<file path="src/rtl/ifu_fetch_unit.sv">
// Instruction fetch unit: owns the PC, fetches from IM over req/ack and hands words to decode.
// Optional retire counter is enabled by defining IFU_RETIRE_CNT_EN.
module ifu_fetch_unit #(
  parameter logic [31:0] RESET_PC = 32'h0000_3000,
  parameter int          IM_AW    = 12
) (
  input  logic             clk,
  input  logic             reset_n,
  input  logic [31:0]      npc,
  input  logic             instr_ready,
  output logic             instr_valid,
  output logic [31:0]      instr,
  output logic [31:0]      pc_out,
  output logic             imem_req,
  output logic [IM_AW-1:0] imem_addr,
  input  logic             imem_ack,
  input  logic [31:0]      imem_rdata,
  output logic             fetch_err,
  output logic [31:0]      retire_cnt
);

  localparam logic [31:0] WIN_BYTES = 32'd4 << IM_AW;

  typedef enum logic [1:0] {
    IDLE  = 2'd0,
    FETCH = 2'd1,
    VALID = 2'd2,
    ERR   = 2'd3
  } state_t;

  state_t      stateR;
  logic [31:0] pcR;
  logic [31:0] instrR;
  logic        instrValidR;
  logic        imemReqR;
  logic        fetchErrR;

  // Offset is unsigned, so addresses below the base wrap high and fail the window test.
  function automatic logic npcIllegal(input logic [31:0] addr);
    logic [31:0] off;
    off = addr - RESET_PC;
    return (addr[1:0] != 2'b00) || (off >= WIN_BYTES);
  endfunction

  // Fetch FSM with registered handshake outputs.
  always_ff @(posedge clk or negedge reset_n) begin
    if (!reset_n) begin
      stateR      <= IDLE;
      pcR         <= RESET_PC;
      instrR      <= 32'h0;
      instrValidR <= 1'b0;
      imemReqR    <= 1'b0;
      fetchErrR   <= 1'b0;
    end else begin
      case (stateR)
        IDLE: begin
          stateR   <= FETCH;
          imemReqR <= 1'b1;
        end
        FETCH: begin
          if (imem_ack) begin
            instrR      <= imem_rdata;
            stateR      <= VALID;
            imemReqR    <= 1'b0;
            instrValidR <= 1'b1;
          end
        end
        VALID: begin
          if (instr_ready) begin
            pcR         <= npc;
            instrValidR <= 1'b0;
            if (npcIllegal(npc)) begin
              stateR    <= ERR;
              fetchErrR <= 1'b1;
            end else begin
              stateR   <= FETCH;
              imemReqR <= 1'b1;
            end
          end
        end
        ERR: begin
          instrValidR <= 1'b0;
          imemReqR    <= 1'b0;
          fetchErrR   <= 1'b1;
        end
        default: begin
          stateR      <= ERR;
          instrValidR <= 1'b0;
          imemReqR    <= 1'b0;
          fetchErrR   <= 1'b1;
        end
      endcase
    end
  end

  assign instr_valid = instrValidR;
  assign instr       = instrR;
  assign pc_out      = pcR;
  assign imem_req    = imemReqR;
  assign fetch_err   = fetchErrR;
  assign imem_addr   = IM_AW'((pcR - RESET_PC) >> 2);

`ifdef IFU_RETIRE_CNT_EN
  logic [31:0] retireCntR;

  // Counts every decode handshake, including the one that enters ERR.
  always_ff @(posedge clk or negedge reset_n) begin
    if (!reset_n) begin
      retireCntR <= 32'h0;
    end else if (stateR == VALID && instr_ready) begin
      retireCntR <= retireCntR + 32'd1;
    end else begin
      retireCntR <= retireCntR;
    end
  end

  assign retire_cnt = retireCntR;
`else
  assign retire_cnt = 32'h0;
`endif

endmodule
</file>
<file path="config.mk">
export PLATFORM = sky130hd
export DESIGN_NAME = ifu_fetch_unit
export DESIGN_NICKNAME = d
export VERILOG_FILES = /design/src/rtl/ifu_fetch_unit.sv
export SDC_FILE = /design/constraint.sdc
export NUM_CORES = 1
export LEC_CHECK = 0
export BUFFER_PORTS_ARGS = -buffer_cell sky130_fd_sc_hd__buf_2
export CAP_MARGIN = 20
export CORE_ASPECT_RATIO = 0.6
export CORE_MARGIN = 3
export CORE_UTILIZATION = 30
export CTS_CLUSTER_DIAMETER = 200
export DETAILED_ROUTE_END_ITERATION = 16
export PLACE_DENSITY = 0.56
export SYNTH_ARGS = -nofsm -noshare
export SYNTH_HDL_FRONTEND = slang
export SYNTH_SLANG_ARGS = --single-unit
export TNS_END_PERCENT = 30
</file>
<file path="constraint.sdc">
create_clock -name clk -period 4.8 [get_ports clk]
set_input_delay 1.44 -clock clk [delete_from_list [all_inputs] [get_ports clk]]
set_output_delay 1.44 -clock clk [all_outputs]
set_load 0.02 [all_outputs]
</file>
==> reports/summary.txt, run 1 <==
======================================================================================
Run status                                                                   completed
FF-to-FF path depth                                                                  5
Critical setup path kind                                                        in2reg
Fraction of final layout cells with drive strength greater than 1                62.2%
Met3 demand-to-capacity share in global routing                                  5.69%
WP data required                                                               5.00 ns
Type of origin of the critical path                                       primary input
Final Worst Setup Slack                                                        2.14 ns
Post-Place Setup Slack                                                         1.79 ns
Area growth from synthesis to layout                                             31.0%
Slew Limit Fails                                                                     0
Family with the most delay on the worst path                              simple AND/OR/NAND/NOR gates
Slowest-stage cell, CP                                                    sky130_fd_sc_hd__nand2_1
Setup TNS                                                                         0 ns
Kind of capture point of the worst setup path                                 register
Transition time at the pin with the least slew margin                         0.880 ns
Count of hold-fix buffers inserted at cts                                            0
Drt pass-1 iters                                                                     3
Number of antenna violations at the first check in global routing                    0
Lkg Pwr                                                                        2.03 nW
# IOs                                                                              179
Post-layout min period                                                         2.66 ns
Filler cell count in the final layout                                              957
Worst-case clock buffer depth                                                        2
Initial Util                                                                     32.1%
Worst clock skew                                                            0.00797 ns
DRC errors left                                                                      0
Net count reported at finish                                                       436
Pwr dens                                                                   736 nW/um^2
Antenna diode count                                                                  0
Height of the chip                                                             84.5 um
Count of vias placed by the detailed router                                       2021
Slew headroom                                                                    41.3%
Cell types occupying the most area after synthesis                        sky130_fd_sc_hd__dfrtp_1 (54%), sky130_fd_sc_hd__mux2_2 (23%), sky130_fd_sc_hd__buf_4 (10%), sky130_fd_sc_hd__ha_1 (2.0%), sky130_fd_sc_hd__dfstp_2 (1.7%)
Area after DPL                                                               3770 um^2
Global-route track usage on met2                                                 17.3%
Global Route Usage Sum                                                           11.5%
Crit-path cells                                                           buf_2 > nand2_1 > buf_4 > mux2_2
Cell accounting for the most synthesized area                             sky130_fd_sc_hd__dfrtp_1
Clk root buf                                                              sky130_fd_sc_hd__clkbuf_16
Unique cell type count in the Yosys netlist                                         25
Maximum capacitance violations                                                       0
Share of the yosys chip area belonging to registers                              56.1%
Bufs and invs on worst path                                                          2
Core area                                                                    9590 um^2
Maximum vdd ir drop                                                           0.266 mV
DRT antenna net count                                                                0
TritonCTS clock tree                                                              done
Largest net degree at the start of global routing                                   70
Htree depth                                                                          3
Clock slew at the register clock pins of the worst setup and hold paths        0.05 ns
Setup repair after global routing missed its margin                              false
Synthesized area                                                             3080 um^2
Number of global-route vias before repair                                         2033
Number of CTS-inserted buffers                                                       9
Largest fanout on the critical path                                                 19
DIE AREA                                                                    11600 um^2
Hold violation total from the final report                                           0
Number of port buffers                                                             146
Classification of the worst-slack hold path                                    reg2reg
Final HPWL DP                                                                  5160 um
Number of standard-cell rows in the floorplan                                       27
Wire length per cell after detailed routing                                    13.5 um
Global routing usage on met1                                                     14.8%
Clock Latency Late Sink                                                        0.32 ns
Post-CTS Setup Bufs                                                                  0
Total stage count of the critical path                                               4
Setup slack of the most critical reg-to-reg path                               2.59 ns
Post-synth top area share                                                        54.4%
Wire length of the first global-routing pass                                  10400 um
Final wirelength                                                               6710 um
Most common cell after layout, fill and taps aside                        sky130_fd_sc_hd__buf_2
Violation count after the first detailed-routing iteration                          57
Cell count after synthesis                                                         221
Data arrival time at the worst-slack endpoint                                  2.86 ns
PostCTS Resize Cnt                                                                   0
GRT busiest layer                                                                 met2
Setup-violating endpoint count in the final report                                   0
Commonest non-fill, non-tap cells in the layout                           sky130_fd_sc_hd__buf_2 (145), sky130_fd_sc_hd__dfrtp_1 (67), sky130_fd_sc_hd__mux2_2 (64)
Via-per-instance ratio                                                            4.06
Number of warnings reported in the yosys synthesis log                               0
Total area of sequential cells                                               1730 um^2
Final non-filler cell area                                                   4040 um^2
Min-Delay Path Depth                                                                 2
Die X-Extent                                                                    137 um
Overflow left after global routing                                                   0
Tcrit/Tclk final                                                                 55.4%
Area of the multi-input gates                                                1110 um^2
Highest cell delay on the worst timing path                                    0.60 ns
Number of flip-flops and latches in the synthesized netlist                         69
Sinks on the clock net                                                              69
Post-Syn Area per Cell                                                       14.0 um^2
Routability Congestion                                                           0.709
Max Fclk                                                                     0.376 GHz
======================================================================================
==> Yosys cell counts <==
cell,n
sky130_fd_sc_hd__nand3_1,2
sky130_fd_sc_hd__a211o_1,1
sky130_fd_sc_hd__o221ai_1,1
sky130_fd_sc_hd__a21oi_1,1
sky130_fd_sc_hd__xor2_1,2
sky130_fd_sc_hd__nor4_2,1
sky130_fd_sc_hd__o21ai_0,3
sky130_fd_sc_hd__conb_1,1
sky130_fd_sc_hd__dfstp_2,2
sky130_fd_sc_hd__buf_2,6
sky130_fd_sc_hd__mux2i_1,1
sky130_fd_sc_hd__dfrtp_1,67
sky130_fd_sc_hd__nor3_2,2
sky130_fd_sc_hd__buf_4,42
sky130_fd_sc_hd__nor3_1,1
sky130_fd_sc_hd__inv_1,4
sky130_fd_sc_hd__mux2_1,1
sky130_fd_sc_hd__nor2b_1,2
sky130_fd_sc_hd__mux2_2,64
sky130_fd_sc_hd__ha_1,5
sky130_fd_sc_hd__o31ai_1,3
sky130_fd_sc_hd__nor4_1,3
sky130_fd_sc_hd__nand2_1,4
sky130_fd_sc_hd__nand4_1,1
sky130_fd_sc_hd__o41ai_1,1
==> cell families (layout without fill, tap and decap cells) <==
kind of cell / after synthesis / in the layout / share of synthesized area (%)
xor+xnor: 2 / 2 / 0.568
other cells: 1 / 32 / 0.122
buf+inv: 52 / 168 / 11.7
flops: 69 / 69 / 56.1
compound gates: 10 / 10 / 2.23
simple gates: 16 / 16 / 3.25
fa+ha+maj: 5 / 5 / 2.03
mux: 66 / 66 / 24.1
==> worst paths after layout <==
| path | start | endpoint |
|---|---|---|
| max | imem_ack | instr[15] |
| min | fetch_err | fetch_err |
| max reg2reg | stateR[1] | instr[15] |
| min reg2reg | fetch_err | fetch_err |
| max in group asynchronous | reset_n | pc_out[17] |
| min in group asynchronous | reset_n | pc_out[2] |
==> through the flow <==
| step | total power, mW | utilization, % | hold slack [ns] | instances |
|---|---|---|---|---|
| after floorplan | 2.00 | - | 0.573 | 252 |
| after global placement | 2.38 | 39.3 | 0.469 | 482 |
| after detailed placement | 2.41 | 39.3 | 0.480 | 482 |
| after CTS | 3.03 | 42.1 | 0.496 | 498 |
| after global routing | 3.18 | 42.1 | 0.515 | 498 |
| final | 2.97 | 42.1 | 0.495 | 498 |
==> report_power, final <==
part	switching [mW]	total (mW)	internal, mW
clock network	0.222	0.600	0.378
logic	0.788	1.34	0.553
registers	0.151	1.03	0.882
total	1.16	2.97	1.81
==> layer usage <==
layer	vias up	part of all wire, %
li1	975	-
met2	98	45
met1	941	44
met5	-	0
met4	0	0.73
met3	7	10
==> tightest hold or removal path, cell delays in order (launching register included) <==
cell                      delay [ns]
sky130_fd_sc_hd__dfrtp_1        0.35
sky130_fd_sc_hd__a21oi_1        0.04
sky130_fd_sc_hd__o21ai_0        0.06
==> area by class of cell <==
class,instances,share of cell area [%]
clock buffer,15,6.63
tap,130,4.02
timing repair buffer,148,18.5
sequential,69,42.8
inverter,4,0.372
multi-input combinational,131,27.5
clock inverter,1,0.186
==> flip-flops by register name (all words and copies together), names as in the netlist <==
signal and cells:
stateR 2, fetch_err 1, imem_req 1, instr_valid 1
pc_out 32, instr 32
Power figures use the tool's default switching activity.
==> run 2, diff against run 1 <==
--- a/config.mk
+++ b/config.mk
@@ -12,7 +12,7 @@
 export CORE_UTILIZATION = 30
 export CTS_CLUSTER_DIAMETER = 200
 export DETAILED_ROUTE_END_ITERATION = 16
-export PLACE_DENSITY = 0.56
+export PLACE_DENSITY = 0.58
 export SYNTH_ARGS = -nofsm -noshare
 export SYNTH_HDL_FRONTEND = slang
 export SYNTH_SLANG_ARGS = --single-unit
==> constraint.sdc (replaced) <==
create_clock -name clk -period 2.2 [get_ports clk]
set_input_delay 0.66 -clock clk [delete_from_list [all_inputs] [get_ports clk]]
set_output_delay 0.66 -clock clk [all_outputs]
set_load 0.02 [all_outputs]
==> reports/summary.txt, run 2 (synthesis gave the netlist of run 1 again) <==
======================================================================================
Highest cell delay on the worst timing path                                    0.46 ns
Sinks on the clock net                                                              69
Run status                                                                   completed
Setup TNS                                                                         0 ns
Maximum capacitance violations                                                       0
Global Route Usage Sum                                                           12.4%
Final HPWL DP                                                                  5480 um
TritonCTS clock tree                                                              done
Transition time at the pin with the least slew margin                         0.545 ns
Slowest-stage cell, CP                                                    sky130_fd_sc_hd__nor4_1
Fraction of final layout cells with drive strength greater than 1                62.5%
Total design power                                                             6.53 mW
Antenna diode count                                                                  0
Count of vias placed by the detailed router                                       2111
Type of origin of the critical path                                       primary input
Height of the chip                                                             84.5 um
Clock slew at the register clock pins of the worst setup and hold paths        0.06 ns
Largest net degree at the start of global routing                                   43
Filler cell count in the final layout                                              927
Max Fclk                                                                     0.524 GHz
Tcrit/Tclk final                                                                 86.7%
DIE AREA                                                                    11600 um^2
Post-route core utilization                                                      42.3%
Lkg Pwr                                                                        2.05 nW
Number of antenna violations at the first check in global routing                    0
Routability Congestion                                                           0.751
# IOs                                                                              179
Kind of capture point of the worst setup path                                 register
Number of standard-cell rows in the floorplan                                       27
Bufs and invs on worst path                                                          1
Net count reported at finish                                                       439
Number of port buffers                                                             146
Family with the most delay on the worst path                              simple AND/OR/NAND/NOR gates
Pwr dens                                                                  1610 nW/um^2
Clk root buf                                                              sky130_fd_sc_hd__clkbuf_16
Most common cell after layout, fill and taps aside                        sky130_fd_sc_hd__buf_2
Data arrival time at the worst-slack endpoint                                  2.12 ns
Classification of the worst-slack hold path                                   in2async
Largest fanout on the critical path                                                  3
Initial Util                                                                     32.1%
Commonest non-fill, non-tap cells in the layout                           sky130_fd_sc_hd__buf_2 (146), sky130_fd_sc_hd__dfrtp_1 (67), sky130_fd_sc_hd__mux2_2 (64)
Post-Place Setup Slack                                                       -0.142 ns
Wire length per cell after detailed routing                                    14.3 um
Number of CTS-inserted buffers                                                       9
Final Worst Setup Slack                                                       0.292 ns
PostCTS Resize Cnt                                                                   0
Critical setup path kind                                                        in2reg
Setup slack of the most critical reg-to-reg path                               0.48 ns
Number of global-route vias before repair                                         2151
Die X-Extent                                                                    137 um
DRT antenna net count                                                                0
WP data required                                                               2.41 ns
Final wirelength                                                               7170 um
Area growth from synthesis to layout                                             31.7%
Final non-filler cell area                                                   4060 um^2
Worst clock skew                                                            0.00820 ns
Overflow left after global routing                                                   0
Core area                                                                    9590 um^2
Crit-path cells                                                           buf_2 > nor4_1 > nand4_1 > nor3_2 > mux2_1
Maximum vdd ir drop                                                           0.649 mV
Worst-case clock buffer depth                                                        2
Post-layout min period                                                         1.91 ns
Via-per-instance ratio                                                            4.21
Post-CTS Setup Bufs                                                                  0
Setup-violating endpoint count in the final report                                   0
Hold violation total from the final report                                           0
Clock Latency Late Sink                                                        0.33 ns
Slew Limit Fails                                                                     0
Setup repair after global routing missed its margin                              false
DRC errors left                                                                      0
Drt pass-1 iters                                                                     4
Wire length of the first global-routing pass                                  11000 um
Count of hold-fix buffers inserted at cts                                            0
Htree depth                                                                          3
Slew headroom                                                                    63.6%
Violation count after the first detailed-routing iteration                          42
Area after DPL                                                               3800 um^2
======================================================================================
[run 2: cell count changes in the layout (fill, tap and decap cells not counted), sizes merged]
cell,change
clkinvlp,-1
clkinv,+2
clkbuf,-1
buf,+3
[run 2: per-stage QoR]
stage,instances,hold slack [ns]
after floorplan,252,0.364
after global placement,485,0.484
after detailed placement,485,0.487
after CTS,501,0.338
after global routing,501,0.361
final,501,0.327
[run 2: worst paths after layout]
path                            from         end  cells after the start
setup / recovery             npc[27]    imem_req                      5
hold / removal               reset_n    instr[4]                      2
setup reg to reg           stateR[0]  pc_out[23]                      5
hold reg to reg            instr[12]   instr[12]                      1
max in group asynchronous    reset_n  pc_out[12]                      2
min in group clk           instr[12]   instr[12]                      1
[run 2: cell type report]
type	count	area, um^2	share of cell area, %
Clock buffer	14	254	6.25
Multi-Input combinational cell	131	1110	27.3
Clock inverter	2	10.0	0.246
Timing Repair Buffer	151	781	19.2
Inverter	4	15.0	0.370
Sequential cell	69	1730	42.6
Tap cell	130	163	4.00
[run 2: layer usage]
metal	part of all wire (%)	vias to the layer above	track usage, %
met5	0	-	0
met4	1.3	0	4.08
met3	15	9	7.60
met2	42	125	18.3
met1	41	989	15.0
li1	-	988	-
[run 2: power by group]
group | switching [mW] | total, mW | leakage (nW) | internal, mW
clock network | 0.509 | 1.30 | 0.131 | 0.791
registers | 0.329 | 2.25 | 0.814 | 1.93
logic | 1.75 | 2.97 | 1.10 | 1.23
total | 2.58 | 6.53 | 2.05 | 3.94
==> run 3, diff against run 2 <==
--- a/config.mk
+++ b/config.mk
@@ -9,10 +9,11 @@
 export CAP_MARGIN = 20
 export CORE_ASPECT_RATIO = 0.6
 export CORE_MARGIN = 3
-export CORE_UTILIZATION = 30
+export CORE_UTILIZATION = 40
 export CTS_CLUSTER_DIAMETER = 200
 export DETAILED_ROUTE_END_ITERATION = 16
-export PLACE_DENSITY = 0.58
+export GPL_ROUTABILITY_DRIVEN = 0
+export PLACE_DENSITY = 0.74
 export SYNTH_ARGS = -nofsm -noshare
 export SYNTH_HDL_FRONTEND = slang
 export SYNTH_SLANG_ARGS = --single-unit
==> reports/summary.txt, run 3 (synthesis gave the netlist of run 1 again) <==
======================================================================================
FF-to-FF path depth                                                                  5
Via-per-instance ratio                                                            4.36
Classification of the worst-slack hold path                                   in2async
Initial Util                                                                     41.9%
Wire length per cell after detailed routing                                    14.2 um
Pwr dens                                                                  1610 nW/um^2
Global Route Usage Sum                                                           15.7%
Core area                                                                    7360 um^2
Antenna diode count                                                                  0
Met3 demand-to-capacity share in global routing                                  7.75%
Global routing usage on met1                                                     20.2%
Number of CTS-inserted buffers                                                       9
Clock Latency Late Sink                                                        0.32 ns
Htree depth                                                                          3
Worst-case clock buffer depth                                                        2
Final non-filler cell area                                                   4040 um^2
Lkg Pwr                                                                        2.05 nW
Crit Reg-Reg Startpoint                                                      stateR[0]
Drt pass-1 iters                                                                     6
Number of standard-cell rows in the floorplan                                       24
Clock slew at the register clock pins of the worst setup and hold paths        0.05 ns
Post-route core utilization                                                      54.8%
Global-route track usage on met2                                                 22.8%
Die X-Extent                                                                    119 um
Largest fanout on the critical path                                                  4
Post-CTS Setup Bufs                                                                  0
DIE AREA                                                                     8830 um^2
Setup TNS                                                                         0 ns
DRT antenna net count                                                                0
Slew Limit Fails                                                                     0
Count of hold-fix buffers inserted at cts                                            0
Highest cell delay on the worst timing path                                    0.56 ns
Hold violation total from the final report                                           0
GRT busiest layer                                                                 met2
Count of vias placed by the detailed router                                       2066
Setup repair after global routing missed its margin                              false
Kind of capture point of the worst setup path                             primary output
Number of antenna violations at the first check in global routing                    0
Type of origin of the critical path                                           register
Net count reported at finish                                                       438
Critical setup path kind                                                       reg2out
Violation count after the first detailed-routing iteration                          65
Post-layout min period                                                         1.84 ns
Number of global-route vias before repair                                         2082
Clk root buf                                                              sky130_fd_sc_hd__clkbuf_16
Total design power                                                             6.51 mW
Final wirelength                                                               6740 um
Run status                                                                   completed
WP data required                                                               1.54 ns
Most common cell after layout, fill and taps aside                        sky130_fd_sc_hd__buf_2
Slowest-stage cell, CP                                                    sky130_fd_sc_hd__dfstp_2
Setup-violating endpoint count in the final report                                   0
R2R Path End                                                                pc_out[27]
Height of the chip                                                             74.0 um
Largest net degree at the start of global routing                                   70
Commonest non-fill, non-tap cells in the layout                           sky130_fd_sc_hd__buf_2 (146), sky130_fd_sc_hd__dfrtp_1 (67), sky130_fd_sc_hd__mux2_2 (64)
DRC errors left                                                                      0
Maximum vdd ir drop                                                           0.782 mV
Fraction of final layout cells with drive strength greater than 1                62.4%
Crit-path cells                                                           xor2_1 > buf_2
Overflow left after global routing                                                   0
Wire length of the first global-routing pass                                  10700 um
Maximum capacitance violations                                                       0
Area after DPL                                                               3770 um^2
Final HPWL DP                                                                  5170 um
Tcrit/Tclk final                                                                 83.5%
PostCTS Resize Cnt                                                                   0
Number of port buffers                                                             146
Area growth from synthesis to layout                                             30.8%
Setup slack of the most critical reg-to-reg path                               0.47 ns
Max Fclk                                                                     0.544 GHz
Sinks on the clock net                                                              69
TritonCTS clock tree                                                              done
Worst clock skew                                                            0.00243 ns
Data arrival time at the worst-slack endpoint                                  1.18 ns
Filler cell count in the final layout                                              649
# IOs                                                                              179
======================================================================================
run 3: cell types whose count changed in the layout (fill, tap and decap cells not counted), sizes merged:
cell | previous run | this run
buf | 151 | 150
run 3: worst max-delay path: cells and delay by family, from the launching register on:
kind / cells / cell delay [ns]
flip-flops: 1 / 0.56
buffers and inverters: 1 / 0.17
XOR/XNOR: 1 / 0.12
run 3: cell type report:
class	instances	area, um^2	area share [%]
clock buffers	14	254	6.29
inverters	4	15.0	0.372
multi-input cells	131	1110	27.5
flip-flops and latches	69	1730	42.9
well taps	104	130	3.22
clock inverters	2	10.0	0.248
repair buffers	150	786	19.5
run 3: metal layers:
layer  up-vias  part of all wire (%)  routed length, um
li1        982                     -                  -
met1       967                    42               2860
met2       109                    45               3060
met3         8                    11                752
met4         0                   1.0                 70
met5         -                     0                  0
run 3: where the power goes:
part / leakage, nW / switching [mW] / total, mW / internal, mW
logic: 1.10 / 1.74 / 2.97 / 1.23
clock network: 0.131 / 0.481 / 1.27 / 0.790
registers: 0.814 / 0.337 / 2.26 / 1.93
run 3: worst max path at each step:
| stage | start | slack (ns) | cells past startpoint | to |
|---|---|---|---|---|
| 2_1_floorplan | npc[27] | 0.48 | 4 | imem_req |
| 6_report | pc_out[12] | 0.36 | 2 | imem_addr[11] |
| 4_1_cts | pc_out[13] | 0.34 | 2 | imem_addr[11] |
| 3_5_place_dp | npc[20] | 0.19 | 5 | imem_req |
| 5_1_grt | pc_out[13] | 0.29 | 2 | imem_addr[11] |
| 3_3_place_gp | npc[20] | 0.21 | 5 | imem_req |
run 3: per-stage QoR:
| stage | setup slack [ns] | std cells | hold WS (ns) |
|---|---|---|---|
| floorplan | 0.482 | 252 | 0.364 |
| global placement | 0.213 | 458 | 0.461 |
| detailed placement | 0.194 | 458 | 0.474 |
| CTS | 0.338 | 474 | 0.362 |
| global route | 0.294 | 474 | 0.353 |
| finish | 0.363 | 474 | 0.341 |
